### config.mk
export PLATFORM = sky130hd
export DESIGN_NAME = td4_fetch_decode
export DESIGN_NICKNAME = d
export VERILOG_FILES = /design/src/rtl/lib_cpu_pkg.sv /design/src/rtl/prog_mem16x8.sv /design/src/rtl/td4_fetch_decode.sv
export SDC_FILE = /design/constraint.sdc
export NUM_CORES = 1
export LEC_CHECK = 0
export ABC_AREA = 0
export BUFFER_PORTS_ARGS = -buffer_cell sky130_fd_sc_hd__buf_2
export CELL_PAD_IN_SITES_DETAIL_PLACEMENT = 0
export CELL_PAD_IN_SITES_GLOBAL_PLACEMENT = 1
export CORE_AREA = 2 2 164 102
export CTS_BUF_LIST = sky130_fd_sc_hd__clkbuf_8
export CTS_CLUSTER_SIZE = 12
export DETAILED_ROUTE_END_ITERATION = 10
export DIE_AREA = 0 0 166 104
export PLACE_DENSITY = 0.64
export SLEW_MARGIN = 0
export SYNTH_ARGS = -nofsm -noshare
export SYNTH_HDL_FRONTEND = slang
export SYNTH_SLANG_ARGS = --single-unit
### constraint.sdc
create_clock -name clk -period 2.6 [get_ports clk]
set_input_delay 0 -clock clk [delete_from_list [all_inputs] [get_ports clk]]
set_output_delay 0 -clock clk [all_outputs]
set_load 0.05 [all_outputs]
### src/rtl/lib_cpu_pkg.sv
// Shared definitions for the 4-bit CPU: opcode encodings, the decoded
// operation kinds, the instruction byte layout and the opcode decoder.
package lib_cpu;

  // Raw opcode encodings, taken from the upper nibble of a program byte.
  localparam logic [3:0] OPC_ADD_A_IMM = 4'b0000;
  localparam logic [3:0] OPC_MOV_A_B   = 4'b0001;
  localparam logic [3:0] OPC_IN_A      = 4'b0010;
  localparam logic [3:0] OPC_MOV_A_IMM = 4'b0011;
  localparam logic [3:0] OPC_MOV_B_A   = 4'b0100;
  localparam logic [3:0] OPC_ADD_B_IMM = 4'b0101;
  localparam logic [3:0] OPC_IN_B      = 4'b0110;
  localparam logic [3:0] OPC_MOV_B_IMM = 4'b0111;
  localparam logic [3:0] OPC_OUT_B     = 4'b1001;
  localparam logic [3:0] OPC_OUT_IMM   = 4'b1011;
  localparam logic [3:0] OPC_JNC_IMM   = 4'b1110;
  localparam logic [3:0] OPC_JMP_IMM   = 4'b1111;

  // Operation kinds handed to the execute stage.
  typedef enum logic [3:0] {
    OP_NOP        = 4'd0,
    OP_ADD_A_IMM  = 4'd1,
    OP_MOV_A_B    = 4'd2,
    OP_IN_A       = 4'd3,
    OP_MOV_A_IMM  = 4'd4,
    OP_MOV_B_A    = 4'd5,
    OP_ADD_B_IMM  = 4'd6,
    OP_IN_B       = 4'd7,
    OP_MOV_B_IMM  = 4'd8,
    OP_OUT_B      = 4'd9,
    OP_OUT_IMM    = 4'd10,
    OP_JNC_IMM    = 4'd11,
    OP_JMP_IMM    = 4'd12
  } OP_KIND;

  // Program byte layout: opcode in the high nibble, immediate in the low.
  typedef struct packed {
    logic [3:0] opcode;
    logic [3:0] imm;
  } INSTR;

  // Decoder result: operation kind plus a flag for undefined opcodes.
  typedef struct packed {
    OP_KIND op;
    logic   illegal;
  } DECODED;

  // Maps an instruction to its operation kind; undefined opcodes give NOP.
  function automatic DECODED decode(input INSTR instr);
    DECODED d;
    d.op      = OP_NOP;
    d.illegal = 1'b0;
    case (instr.opcode)
      OPC_ADD_A_IMM: d.op = OP_ADD_A_IMM;
      OPC_MOV_A_B:   d.op = OP_MOV_A_B;
      OPC_IN_A:      d.op = OP_IN_A;
      OPC_MOV_A_IMM: d.op = OP_MOV_A_IMM;
      OPC_MOV_B_A:   d.op = OP_MOV_B_A;
      OPC_ADD_B_IMM: d.op = OP_ADD_B_IMM;
      OPC_IN_B:      d.op = OP_IN_B;
      OPC_MOV_B_IMM: d.op = OP_MOV_B_IMM;
      OPC_OUT_B:     d.op = OP_OUT_B;
      OPC_OUT_IMM:   d.op = OP_OUT_IMM;
      OPC_JNC_IMM:   d.op = OP_JNC_IMM;
      OPC_JMP_IMM:   d.op = OP_JMP_IMM;
      default:       d.illegal = 1'b1;
    endcase
    return d;
  endfunction

endpackage

### src/rtl/prog_mem16x8.sv
// 16x8 program RAM: one write port, one synchronous read port, no reset.
module prog_mem16x8 (
  input  logic       clk,
  input  logic       we,
  input  logic [3:0] waddr,
  input  logic [7:0] wdata,
  input  logic       re,
  input  logic [3:0] raddr,
  output logic [7:0] rdata
);

  logic [7:0] mem [16];

  // Write port and registered read port; rdata holds between reads.
  // NOTE: the array has no reset so the program survives rst_n and maps onto RAM.
  always_ff @(posedge clk) begin
    if (we) mem[waddr] <= wdata;
    if (re) rdata <= mem[raddr];
  end

endmodule

### src/rtl/td4_fetch_decode.sv
// Fetch/decode front end of the 4-bit CPU: fetches mem[ip], decodes it and
// offers it to the execute stage over a valid/ready handshake.
module td4_fetch_decode
  import lib_cpu::*;
#(
  parameter int CNT_W        = 8,
  parameter bit ILLEGAL_HALT = 1'b0
) (
  input  logic             clk,
  input  logic             rst_n,
  input  logic             run,
  input  logic [3:0]       ip,
  input  logic             prog_we,
  input  logic [3:0]       prog_addr,
  input  logic [7:0]       prog_data,
  output logic             issue_valid,
  input  logic             issue_ready,
  output logic [3:0]       issue_op,
  output logic [3:0]       issue_imm,
  output logic             illegal_seen,
  output logic             busy,
  output logic [CNT_W-1:0] retired_cnt
);

  localparam logic [1:0] IDLE   = 2'd0;
  localparam logic [1:0] FETCH  = 2'd1;
  localparam logic [1:0] DECODE = 2'd2;
  localparam logic [1:0] ISSUE  = 2'd3;

  logic [1:0] state;
  logic       halt_lock;
  logic [7:0] rd_data;
  INSTR       instr;
  DECODED     dec;
  logic       accept;

  // The RAM read register doubles as the instruction register; it is only
  // reloaded in FETCH so it stays stable through DECODE.
  prog_mem16x8 u_mem (
    .clk   (clk),
    .we    (prog_we && (state == IDLE)),
    .waddr (prog_addr),
    .wdata (prog_data),
    .re    (state == FETCH),
    .raddr (ip),
    .rdata (rd_data)
  );

  assign instr  = INSTR'(rd_data);
  assign dec    = decode(instr);
  assign accept = issue_valid && issue_ready;
  assign busy   = (state != IDLE);

  // Control FSM, issue registers, sticky illegal flag and retire counter.
  // NOTE: sequential state uses <= only, so later assignments in the same
  // cycle (halt_lock set in DECODE) override earlier defaults cleanly.
  always_ff @(posedge clk or negedge rst_n) begin
    if (!rst_n) begin
      state        <= IDLE;
      halt_lock    <= 1'b0;
      issue_valid  <= 1'b0;
      issue_op     <= OP_NOP;
      issue_imm    <= 4'd0;
      illegal_seen <= 1'b0;
      retired_cnt  <= '0;
    end else begin
      if (!run) halt_lock <= 1'b0;
      case (state)
        IDLE: begin
          if (prog_we) illegal_seen <= 1'b0;
          if (run && !halt_lock) state <= FETCH;
        end
        FETCH: state <= DECODE;
        DECODE: begin
          if (dec.illegal) illegal_seen <= 1'b1;
          if (dec.illegal && ILLEGAL_HALT) begin
            halt_lock <= 1'b1;
            state     <= IDLE;
          end else begin
            issue_op    <= dec.op;
            issue_imm   <= instr.imm;
            issue_valid <= 1'b1;
            state       <= ISSUE;
          end
        end
        ISSUE: begin
          if (accept) begin
            issue_valid <= 1'b0;
            retired_cnt <= retired_cnt + CNT_W'(1);
            state       <= run ? FETCH : IDLE;
          end
        end
        default: state <= IDLE;
      endcase
    end
  end

endmodule
# == Yosys cells after proc, flatten, opt, wreduce, memory -nomap -nowiden ==
# Memories as Yosys holds them, arrays and structs flattened. A register that Yosys moved wholly into a read port is not among the register bits.
# Cells that the tools add are included.
# op_classes
add_sub_neg,1
n_eq_ne,18
mux,12
reduce_logical,12
# ops
op,count
$pmux 4 s12,1
$eq 4x3->1 const B,4
$eq 4x4->1 const B,4
$reduce_or 12->1,1
$add 8x1->8 const B,1
$eq 4x2->1 const B,2
$pmux 2 s4,1
$mux 1,6
$ne 2x2->1 const B,3
$reduce_and 2->1,3
$reduce_bool 2->1,3
$eq 2x2->1 const B,2
$eq 4x1->1 const B,1
$logic_not 4->1,1
$mux 2,2
$pmux 1 s2,2
$reduce_and 3->1,1
$eq 2x1->1 const B,1
$logic_and 1x1->1,2
$logic_not 2->1,1
$ne 2x1->1 const B,1
# word_totals
ff_bits,20
ram_bits,128
input_bits,21
word_cells,50
n_memories,1
# mem_list
memory,words,word_bits,rd,rd_ports_with_merged_regs,wr,line_no,rtl
u_mem.mem,16,8,1,1,1,prog_mem16x8.sv:12,logic [7:0] mem [16];

# == Depth between registers and ports, before layout ==
# Gate-level depths: netlist of run 1.
# logic_depth
ltp_word,4
depth_mapped,6
mapped_depth_nobuf,5

# == Cells and area by module ==
# Synthesis of run 1 repeated with hierarchy kept, for this count alone.
# hier_totals
cells_unflattened,319
area_unflattened_um2,6253.5
# modules_own_cells
module,n_inst,cells_per_inst,area_each_um2
prog_mem16x8,1,229,5227.5
td4_fetch_decode,1,90,1026.0

# == Least setup slack after synthesis of run 1 ==
# OpenSTA, ideal clock, no wires.
# synth_path
kind,flip-flop to flip-flop
from,register state[0]
to,memory u_mem.mem[0][0] (enable)
arrival_time_ps,1763
t_required_ps,2217
slack_ps,454
path_stages_with_launch,6
path_cell_list,dfrtp_1 -> inv_1 -> ha_1 -> nand2_1 -> or3_1 -> nor3_1
# synth_via
elab_chain_cells,4
# synth_lines
element,line_no,rtl
"start, declared",td4_fetch_decode.sv:30,logic [1:0] state;
"start signal, assigned",td4_fetch_decode.sv:90,state <= run ? FETCH : IDLE;
$logic_not 2->1,td4_fetch_decode.sv:41,".we (prog_we && (state == IDLE)),"
$logic_and 1x1->1,td4_fetch_decode.sv:41,
$mux 1,prog_mem16x8.sv:17,if (we) mem[waddr] <= wdata;
$mux 1 (not written as such),prog_mem16x8.sv:17,
"end, declared",prog_mem16x8.sv:12,
# No other way between the ends.

# == Final worst setup path of run 1 ==
# layout_path
from,register state[0]
to,memory u_mem.mem[0][2] (enable)
# Same word-level chain as after synthesis.

==> flow_summary.json, run 1 <==
{
  "run_status": "finished clean",
  "cts-buffers-inserted": 17,
  "core_outline_area_um2": 15800,
  "synth_xor_area_share_pct": 0.986,
  "report.final.hold_viol_count": 0,
  "reg2reg_depth": 6,
  "detailed_router_s_first_iteration_violation_count": 296,
  "synthSimpleGateAreaFrac_pct": 5.03,
  "drv.max_cap_violation_count": 0,
  "grt_setup_unrepaired": "false",
  "dominant_combinational_cell_family_by_area_after_synthesis": "multiplexers",
  "number_of_synthesized_flops_with_an_enable_pin": 136,
  "clkTransAtPathRegs_ps": 90,
  "clock-root-buffer": "clkbuf_8",
  "initial_utilization_pct": 39.3,
  "dr.pass1.iters": 4,
  "drv_slew": 0,
  "final_setup_skew_ps": 13.2,
  "timing.final.crit_share_pct": 77.3,
  "cts_setup_buffers": 0,
  "timing.setup.tns_ps": 0,
  "gp_congestion": 0.769,
  "first_global_vias": 3363,
  "dieHeight_um": 104,
  "synthesis.nets": 346,
  "tritoncts_num_sinks": 156,
  "synth.top_cell.area_share_pct": 65.6,
  "top_post_synthesis_cells_by_area": "edfxtp_1 66%, dfrtp_1 8.0%, mux4_1 6.8%, mux4_2 5.8%, a22oi_1 1.9%",
  "area_of_placed_instances_um2": 6750,
  "num_antenna_cells": 0,
  "dieArea_um2": 17300,
  "synthDominantAreaCellType": "edfxtp_1",
  "mean_routed_wirelength_per_cell_um": 21.3,
  "synthesis.area_per_instance_um2": 19.4,
  "worst_setup_path_start_kind": "flop",
  "arrival_ps": 2150,
  "synthAdderAreaFrac_pct": 1.01,
  "routed_wirelength_mm": 13.3,
  "drtAntennaViolNets": 0,
  "area_delta_synth_final_pct": 17.0,
  "synth_top_flop_cell": "edfxtp_1",
  "final-instance-count-excl-fill": 621,
  "asyncSetResetFlopFracSynth_pct": 12.8,
  "setup.worst_path.class": "flop to flop",
  "first_pass_grt_wire_length_mm": 20.2,
  "htree_num_levels": 4,
  "number_of_antenna_violations_at_the_first_check_in_global_routing": 0,
  "r2r_start": "state[0]",
  "fillers": 1331,
  "clock_path_buffers": 2,
  "clock_latency_ps": 440,
  "power_leakage_uw": 0.00258,
  "via_count": 3271,
  "overflow": 0,
  "synth_mux_area_share_pct": 13.8,
  "grt_max_degree": 27,
  "gr-usage-all-layers_pct": 16.1,
  "ratio_of_cells_with_drive_above_1_in_the_final_layout_pct": 27.7,
  "peakVddDrop_uv": 681,
  "timing.rr.end": "u_mem.mem[0][2]",
  "io-pin-count": 40,
  "synth_cell_count_leaders": "136 x edfxtp_1, 21 x nor2_1, 20 x dfrtp_1",
  "postSynthCellCount": 320,
  "synth_compound_gate_area_share_pct": 3.62,
  "postCtsResizedCells": 0,
  "die_width_um": 166,
  "finalSetupViolCount": 0,
  "worst_slew_pin_slew_ps": 931,
  "synth.ff_latch_count": 156,
  "max_freq_ghz": 0.498,
  "place.detailed.hpwl_mm": 8.85,
  "cellPowerDensity_nw_per_um2": 863,
  "place.detailed.instances": 577,
  "port_buffers": 39,
  "synth_warnings": 0,
  "final_period_minus_worst_setup_slack_ps": 2010,
  "whs_ps": 29.3,
  "synth-seq-area-share_pct": 73.7,
  "cts_tree": "built",
  "syn_area_um2": 6220,
  "critical_path.endpoint_type": "flop",
  "finalInstanceArea_um2": 7280,
  "row_count": 36,
  "setup.reg_to_reg.worst_slack_ps": 590,
  "drt_drc_violations_left": 0,
  "synth_most_common_cell": "edfxtp_1",
  "synth.lib_cells_used.distinct": 40,
  "worst_hold_path_type": "primary input to async pin",
  "worstPathRequired_ps": 2740,
  "drt-vias-per-instance": 5.27,
  "maxSlewHeadroom_pct": 37.8,
  "maximum_fanout_along_the_worst_path": 8,
  "fin_nets": 425
}
## metal layers
metal / vias up / global-route usage (%) / wire (um)
met2: 76 / 22.6 / 5740
met4: 0 / 5.90 / 179
met3: 15 / 3.23 / 685
met5: - / 0 / 0
met1: 1716 / 24.9 / 6650
li1: 1464 / - / -
## sequential cells by signal (all words and copies together), names as in the netlist
signal and flops:
illegal_seen 1, issue_imm 4, issue_op 4, issue_valid 1, retired_cnt 8, state 2
u_mem.mem 128, u_mem.rdata 8
## per-stage QoR
step                worst slack [ps]  power [uW]  util (%)
floorplan                        454        4100         -
global placement                 682        4450      42.7
detailed placement               635        4480      42.7
CTS                              593        6340      46.1
global route                     498        6570      46.1
finish                           591        6280      46.1
## critical path: stages (launching register included)
cell	delay [ps]
dfrtp_1	430
inv_1	120
ha_1	320
nand2_1	90
or3_1	380
nor3_1	180
buf_4	200
## repair_timing
action | 4_1_cts | 5_1_grt
endpoints found under the hold margin | 154 | 0
endpoints found under the setup margin | 0 | 0
hold buffers | 12 | 0
## area by class of cell
class,instances,area [um^2],share of cell area (%)
Sequential cell,156,4580,63.0
Tap cell,209,262,3.59
Timing Repair Buffer,72,485,6.67
Clock inverter,15,173,2.37
Clock buffer,17,234,3.21
Multi-Input combinational cell,146,1520,20.9
Inverter,6,22.5,0.309
## how the worst max path moves through the flow
| stage | to | cells after the start | slack [ps] | start |
|---|---|---|---|---|
| 2_1_floorplan | u_mem.mem[0][0] | 5 | 450 | state[0] |
| 3_3_place_gp | u_mem.rdata[3] | 5 | 680 | ip[0] |
| 3_5_place_dp | u_mem.mem[0][6] | 6 | 630 | state[0] |
| 4_1_cts | u_mem.mem[0][2] | 6 | 590 | state[0] |
| 5_1_grt | u_mem.mem[0][2] | 6 | 500 | state[0] |
| 6_report | u_mem.mem[0][2] | 6 | 590 | state[0] |
## placed cells by master, fill, tap and decap left out, types with 4 or more instances in the layout
cell           count
edfxtp_1         136
buf_2             39
nor2_1            21
dfrtp_1           20
buf_4             20
clkbuf_8          17
mux4_2            16
a22oi_1           16
mux4_1            16
nand2_1           15
dlygate4sd3_1     12
inv_1              7
mux2_2             6
nor3_1             5
nand2b_1           5
ha_1               5
nand4_1            4
xnor2_1            4
a31oi_1            4
clkinvlp_4         4
## kinds of logic (layout without fill, tap and decap cells)
family / Yosys count / count (layout)
AO/OA/AOI/OAI: 31 / 31
XOR/XNOR: 7 / 7
adder cells (fa/ha/maj): 5 / 5
buffers and inverters: 18 / 110
flip-flops: 156 / 156
multiplexers: 39 / 39
AND/OR/NAND/NOR: 64 / 64
## where the power goes
group	switching (uW)	internal, uW	total (uW)
logic	904	413	1320
registers	161	2950	3110
clock network	908	949	1860
No activity file was read; power rests on OpenSTA's default activity.
==> inputs of run 2 (changes only) <==
Settings changed: PLACE_DENSITY 0.64 to 0.67.
Clock period 2.6 ns to 1.7 ns, I/O delays scaled along.
==> run 2 against run 1 <==
  * Utilization increased by 0.98 points
  * First-iteration DRC count increased by 2.7%
  * Critical path type unchanged
  * Highest routed layer unchanged
  * Clock power increased by 37%
  * Final cell count increased by 1.8%
  * Global-route usage increased by 0.37 points
  * Maximum frequency increased by 23%
  * Clock skew about the same
==> flow_summary.json, run 2 (same netlist as run 1, synthesis figures left out) <==
{
  "power_switching_share_pct": 31.9,
  "r2r_start": "state[1]",
  "setup.worst_path.end": "u_mem.mem[0][2]",
  "worst_setup_path_start_kind": "flop",
  "whs_ps": 47.2,
  "timing.final.crit_share_pct": 95.9,
  "fin_nets": 436,
  "fillers": 1309,
  "drv.max_cap_violation_count": 0,
  "startpoint": "state[1]",
  "maximum_fanout_along_the_worst_path": 4,
  "mean_routed_wirelength_per_cell_um": 21.6,
  "layout.cells.most_common": "edfxtp_1",
  "reg.largest.list": "u_mem.mem (128), retired_cnt (8), u_mem.rdata (8)",
  "finalSetupViolCount": 0,
  "detailed_router_s_first_iteration_violation_count": 304,
  "row_count": 36,
  "run_status": "finished clean",
  "grt_max_degree": 23,
  "dieHeight_um": 104,
  "report.final.hold_viol_count": 0,
  "clock_path_buffers": 2,
  "setup.reg_to_reg.worst_slack_ps": 70,
  "setup.worst_path.class": "flop to flop",
  "dr.pass1.iters": 5,
  "regMostFlops": "u_mem.mem",
  "power.share.sequential_pct": 49.7,
  "critical_path.endpoint_type": "flop",
  "drt-vias-per-instance": 5.26,
  "cts_tree": "built",
  "via_count": 3324,
  "peakVddDrop_uv": 596,
  "num_antenna_cells": 0,
  "worst_hold_path_type": "primary input to async pin",
  "routed_wirelength_mm": 13.7,
  "io-pin-count": 40,
  "dieArea_um2": 17300,
  "worstPathRequired_ps": 1850,
  "pwr-share-comb_pct": 23.7,
  "cellPowerDensity_nw_per_um2": 1280,
  "gp_congestion": 0.786,
  "internal-power_uw": 6500,
  "clock_latency_ps": 430,
  "first_pass_grt_wire_length_mm": 20.7,
  "clock_power_share_pct": 26.7,
  "drv_slew": 0,
  "number_of_antenna_violations_at_the_first_check_in_global_routing": 0,
  "timing.rr.end": "u_mem.mem[0][2]",
  "reg2reg_depth": 6,
  "die_width_um": 166,
  "port_buffers": 39,
  "largest_reg_flops": 128,
  "arrival_ps": 1780,
  "multi_input_area_um2": 1590,
  "final_core_utilization_pct": 47.0,
  "gr-usage-all-layers_pct": 16.5,
  "cts-buffers-inserted": 17,
  "sequential_cell_area_um2": 4580,
  "commonest_non_fill_non_tap_cells_in_the_layout": "136 x edfxtp_1, 38 x buf_2, 24 x buf_4",
  "drt_drc_violations_left": 0,
  "power_leakage_uw": 0.00265,
  "overflow": 0,
  "sw_power_uw": 3040,
  "first_global_vias": 3357,
  "initial_utilization_pct": 39.3,
  "maxSlewHeadroom_pct": 61.6,
  "drtAntennaViolNets": 0,
  "grt_setup_unrepaired": "true",
  "worst_slew_pin_slew_ps": 575,
  "area_delta_synth_final_pct": 19.5,
  "place.detailed.hpwl_mm": 9.27,
  "ratio_of_cells_with_drive_above_1_in_the_final_layout_pct": 32.6,
  "clock-root-buffer": "clkbuf_8",
  "timing.setup.tns_ps": 0,
  "tritoncts_num_sinks": 156,
  "final_setup_skew_ps": 13.6,
  "core_outline_area_um2": 15800,
  "htree_num_levels": 4,
  "max_freq_ghz": 0.613,
  "clkTransAtPathRegs_ps": 80,
  "finalPower_uw": 9540,
  "final_period_minus_worst_setup_slack_ps": 1630
}
## run 2: changes by cell type in the layout (fill, tap and decap cells not counted), moves of 3 or more
cell	delta
buf_6	+5
buf_4	+4
nor3_2	+3
nor2_1	-3
nor2_2	+3
nor3_1	-4
## run 2: final cells by class
type | instances | area share [%]
clock buffer | 19 | 3.52
clock inverter | 13 | 1.41
inverter | 6 | 0.303
multi-input combinational | 146 | 21.3
sequential | 156 | 61.7
tap | 209 | 3.52
timing repair buffer | 83 | 8.26
## run 2: critical path, stage by stage, from the launching register on
cell and delay, ps:
dfrtp_1 400, inv_2 90, ha_4 140, nand2_1 50, or3_4 370, nor3_4 150
buf_4 160
## run 2: how the worst min path moves through the flow
| stage | startpoint | to | depth (start not counted) |
|---|---|---|---|
| 3_3_place_gp | rst_n | issue_imm[3] | 1 |
| 5_1_grt | rst_n | issue_imm[3] | 2 |
| 6_report | rst_n | issue_op[0] | 2 |
| 2_1_floorplan | rst_n | illegal_seen | 0 |
| 3_5_place_dp | rst_n | issue_imm[3] | 1 |
| 4_1_cts | rst_n | issue_valid | 2 |
## run 2: power by group through the flow
stage	Clock [uW]	Sequential, uW	Combinational, uW
4_1_cts	2630	4740	2220
5_1_grt	2790	4790	2420
3_3_place_gp	0	4810	2150
6_report	2550	4740	2260
3_5_place_dp	0	4820	2190
2_1_floorplan	0	5420	878
## run 2: metal layers
layer	wire length (um)	track usage (%)	vias to the layer above	share of wire [%]
li1	-	-	1487	-
met1	6690	25.1	1751	49
met5	0	0	-	0
met3	814	4.64	7	6.0
met4	74	4.29	0	0.54
met2	6100	23.3	79	45
## run 2: what timing repair did
action	4_1_cts	5_1_grt
endpoints found under the setup margin	1	91
hold endpoints to repair	152	0
buffers inserted	0	1
pin swaps	0	4
resized for setup	1	11
hold buffers	12	0
## run 2: through the flow
stage | setup slack, ps | area [um^2] | cells
after global routing | -53.1 | 7440 | 632
after detailed placement | -37.8 | 6900 | 587
final | 69.9 | 7440 | 632
after CTS | 0.567 | 7390 | 631
after floorplan | -106 | 6260 | 320
after global placement | -1.95 | 6900 | 587
==> inputs of run 3 (changes only) <==
Settings changed: PLACE_DENSITY 0.67 to 0.65.
==> run 3 against run 2 <==
  * Die area did not move
  * Sequential power hardly changed
  * Setup slack worse by 24 ps
  * Sequential cell count unchanged
  * Utilization rose by 0.55 points
  * Critical endpoint is now u_mem.mem[0][7]
  * Largest cell class unchanged
==> flow_summary.json, run 3 (same netlist as run 1, synthesis figures left out) <==
{
  "setup.reg_to_reg.worst_slack_ps": 50,
  "run_status": "finished clean",
  "ratio_of_cells_with_drive_above_1_in_the_final_layout_pct": 34.7,
  "grt_max_degree": 33,
  "power_switching_share_pct": 32.6,
  "clock-root-buffer": "clkbuf_8",
  "commonest_non_fill_non_tap_cells_in_the_layout": "136 x edfxtp_1, 39 x buf_2, 30 x buf_4",
  "finalSetupViolCount": 0,
  "worstPathRequired_ps": 1850,
  "final_core_utilization_pct": 47.6,
  "worst_path_cell_chain": "inv_2 > ha_4 > nand2_2 > or3_4 > nor3_4 > buf_6",
  "cell_with_the_largest_stage_delay_on_the_worst_path": "dfrtp_1",
  "routed_wirelength_mm": 12.9,
  "r2r_start": "state[0]",
  "arrival_ps": 1800,
  "largest_reg_flops": 128,
  "report.final.hold_viol_count": 0,
  "tritoncts_num_sinks": 156,
  "place.detailed.hpwl_mm": 8.94,
  "dr.pass1.iters": 5,
  "dieHeight_um": 104,
  "first_pass_grt_wire_length_mm": 19.8,
  "worst_hold_path_type": "primary input to async pin",
  "fin_nets": 443,
  "timing.final.crit_share_pct": 97.3,
  "gr-usage-all-layers_pct": 15.7,
  "worst_slew_pin_slew_ps": 488,
  "final_setup_skew_ps": 13.5,
  "drtAntennaViolNets": 0,
  "timing.rr.end": "u_mem.mem[0][7]",
  "regMostFlops": "u_mem.mem",
  "overflow": 0,
  "area_of_placed_instances_um2": 6960,
  "gp_congestion": 0.785,
  "max_freq_ghz": 0.605,
  "drt_drc_violations_left": 0,
  "clock_path_buffers": 2,
  "maximum_fanout_along_the_worst_path": 5,
  "fillers": 1342,
  "area_delta_synth_final_pct": 20.9,
  "cts_tree": "built",
  "clock_latency_ps": 430,
  "drv_slew": 0,
  "critical-path-max-stage-delay_ps": 400,
  "cellPowerDensity_nw_per_um2": 1280,
  "mean_routed_wirelength_per_cell_um": 20.2,
  "sw_power_uw": 3140,
  "final_period_minus_worst_setup_slack_ps": 1650,
  "setup.worst_path.class": "flop to flop",
  "core_outline_area_um2": 15800,
  "internal-power_uw": 6500,
  "reg2reg_depth": 6,
  "io-pin-count": 40,
  "cts-buffers-inserted": 17,
  "pwr-share-comb_pct": 22.9,
  "reg.largest.list": "u_mem.mem (128), retired_cnt (8), u_mem.rdata (8)",
  "peakVddDrop_uv": 622,
  "drv.max_cap_violation_count": 0,
  "drt-vias-per-instance": 5.12,
  "htree_num_levels": 4,
  "detailed_router_s_first_iteration_violation_count": 209,
  "finalInstanceArea_um2": 7520,
  "worst_setup_path_start_kind": "flop",
  "maxSlewHeadroom_pct": 67.5,
  "clock_power_share_pct": 28.0,
  "die_width_um": 166,
  "first_global_vias": 3307,
  "clkTransAtPathRegs_ps": 90,
  "grt_setup_unrepaired": "true",
  "initial_utilization_pct": 39.3,
  "dieArea_um2": 17300,
  "critical_path.endpoint_type": "flop",
  "row_count": 36,
  "layout.cells.most_common": "edfxtp_1",
  "port_buffers": 39,
  "num_antenna_cells": 0,
  "number_of_antenna_violations_at_the_first_check_in_global_routing": 0,
  "power_leakage_uw": 0.00270,
  "power.share.sequential_pct": 49.1,
  "via_count": 3272
}
[run 3: how the worst max path moves through the flow]
stage | startpoint | endpoint | cells past startpoint
floorplan | state[0] | u_mem.mem[3][0] | 5
global placement | state[0] | retired_cnt[7] | 6
detailed placement | state[0] | retired_cnt[7] | 6
CTS | state[0] | u_mem.mem[0][1] | 6
global route | state[0] | u_mem.mem[0][3] | 6
finish | state[0] | u_mem.mem[0][7] | 6
[run 3: timing repair]
item,4_1_cts,5_1_grt
resized for setup,2,11
buffers inserted,0,1
pin swaps,0,3
hold buffers,12,0
endpoints found under the setup margin,4,69
hold endpoints to repair,153,0
[run 3: layout make-up]
class | instances | area (um^2) | share of cell area [%]
Inverter | 6 | 22.5 | 0.299
Clock inverter | 15 | 153 | 2.03
Multi-Input combinational cell | 146 | 1590 | 21.1
Tap cell | 209 | 262 | 3.48
Sequential cell | 156 | 4580 | 60.9
Timing Repair Buffer | 90 | 677 | 9.00
Clock buffer | 17 | 234 | 3.11
[run 3: metal layers]
| layer | share of wire, % | vias to the layer above | track usage (%) |
|---|---|---|---|
| met4 | 0.33 | 0 | 3.73 |
| met1 | 50 | 1685 | 24.4 |
| met2 | 44 | 74 | 22.1 |
| met3 | 5.4 | 4 | 3.92 |
| met5 | 0 | - | 0 |
| li1 | - | 1509 | - |
[run 3: critical path: cells and delay by family, from the launching register on]
family	cells	cell delay [ps]
simple gates	3	590
flops	1	400
buf+inv	2	240
fa+ha+maj	1	140
[run 3: metrics by stage]
step | cells | setup TNS (ps) | total power [uW] | hold WS, ps | worst slack [ps]
after floorplan | 320 | -2730 | 6300 | -296 | -106
after global placement | 594 | -15.8 | 6940 | -21.2 | -15.8
final | 639 | 0 | 9640 | 44.6 | 46.4
after detailed placement | 594 | -4.81 | 6980 | -13.3 | -4.81
after global routing | 639 | -317 | 10100 | 61.4 | -36.6
after CTS | 638 | 0 | 9710 | 33.5 | 3.81
[run 3: power groups by stage]
stage          logic [uW]  clock network (uW)  registers (uW)
6_report             2210                2700            4730
5_1_grt              2380                2960            4790
4_1_cts              2180                2780            4740
3_5_place_dp         2160                   0            4820
3_3_place_gp         2130                   0            4810
2_1_floorplan         878                   0            5420
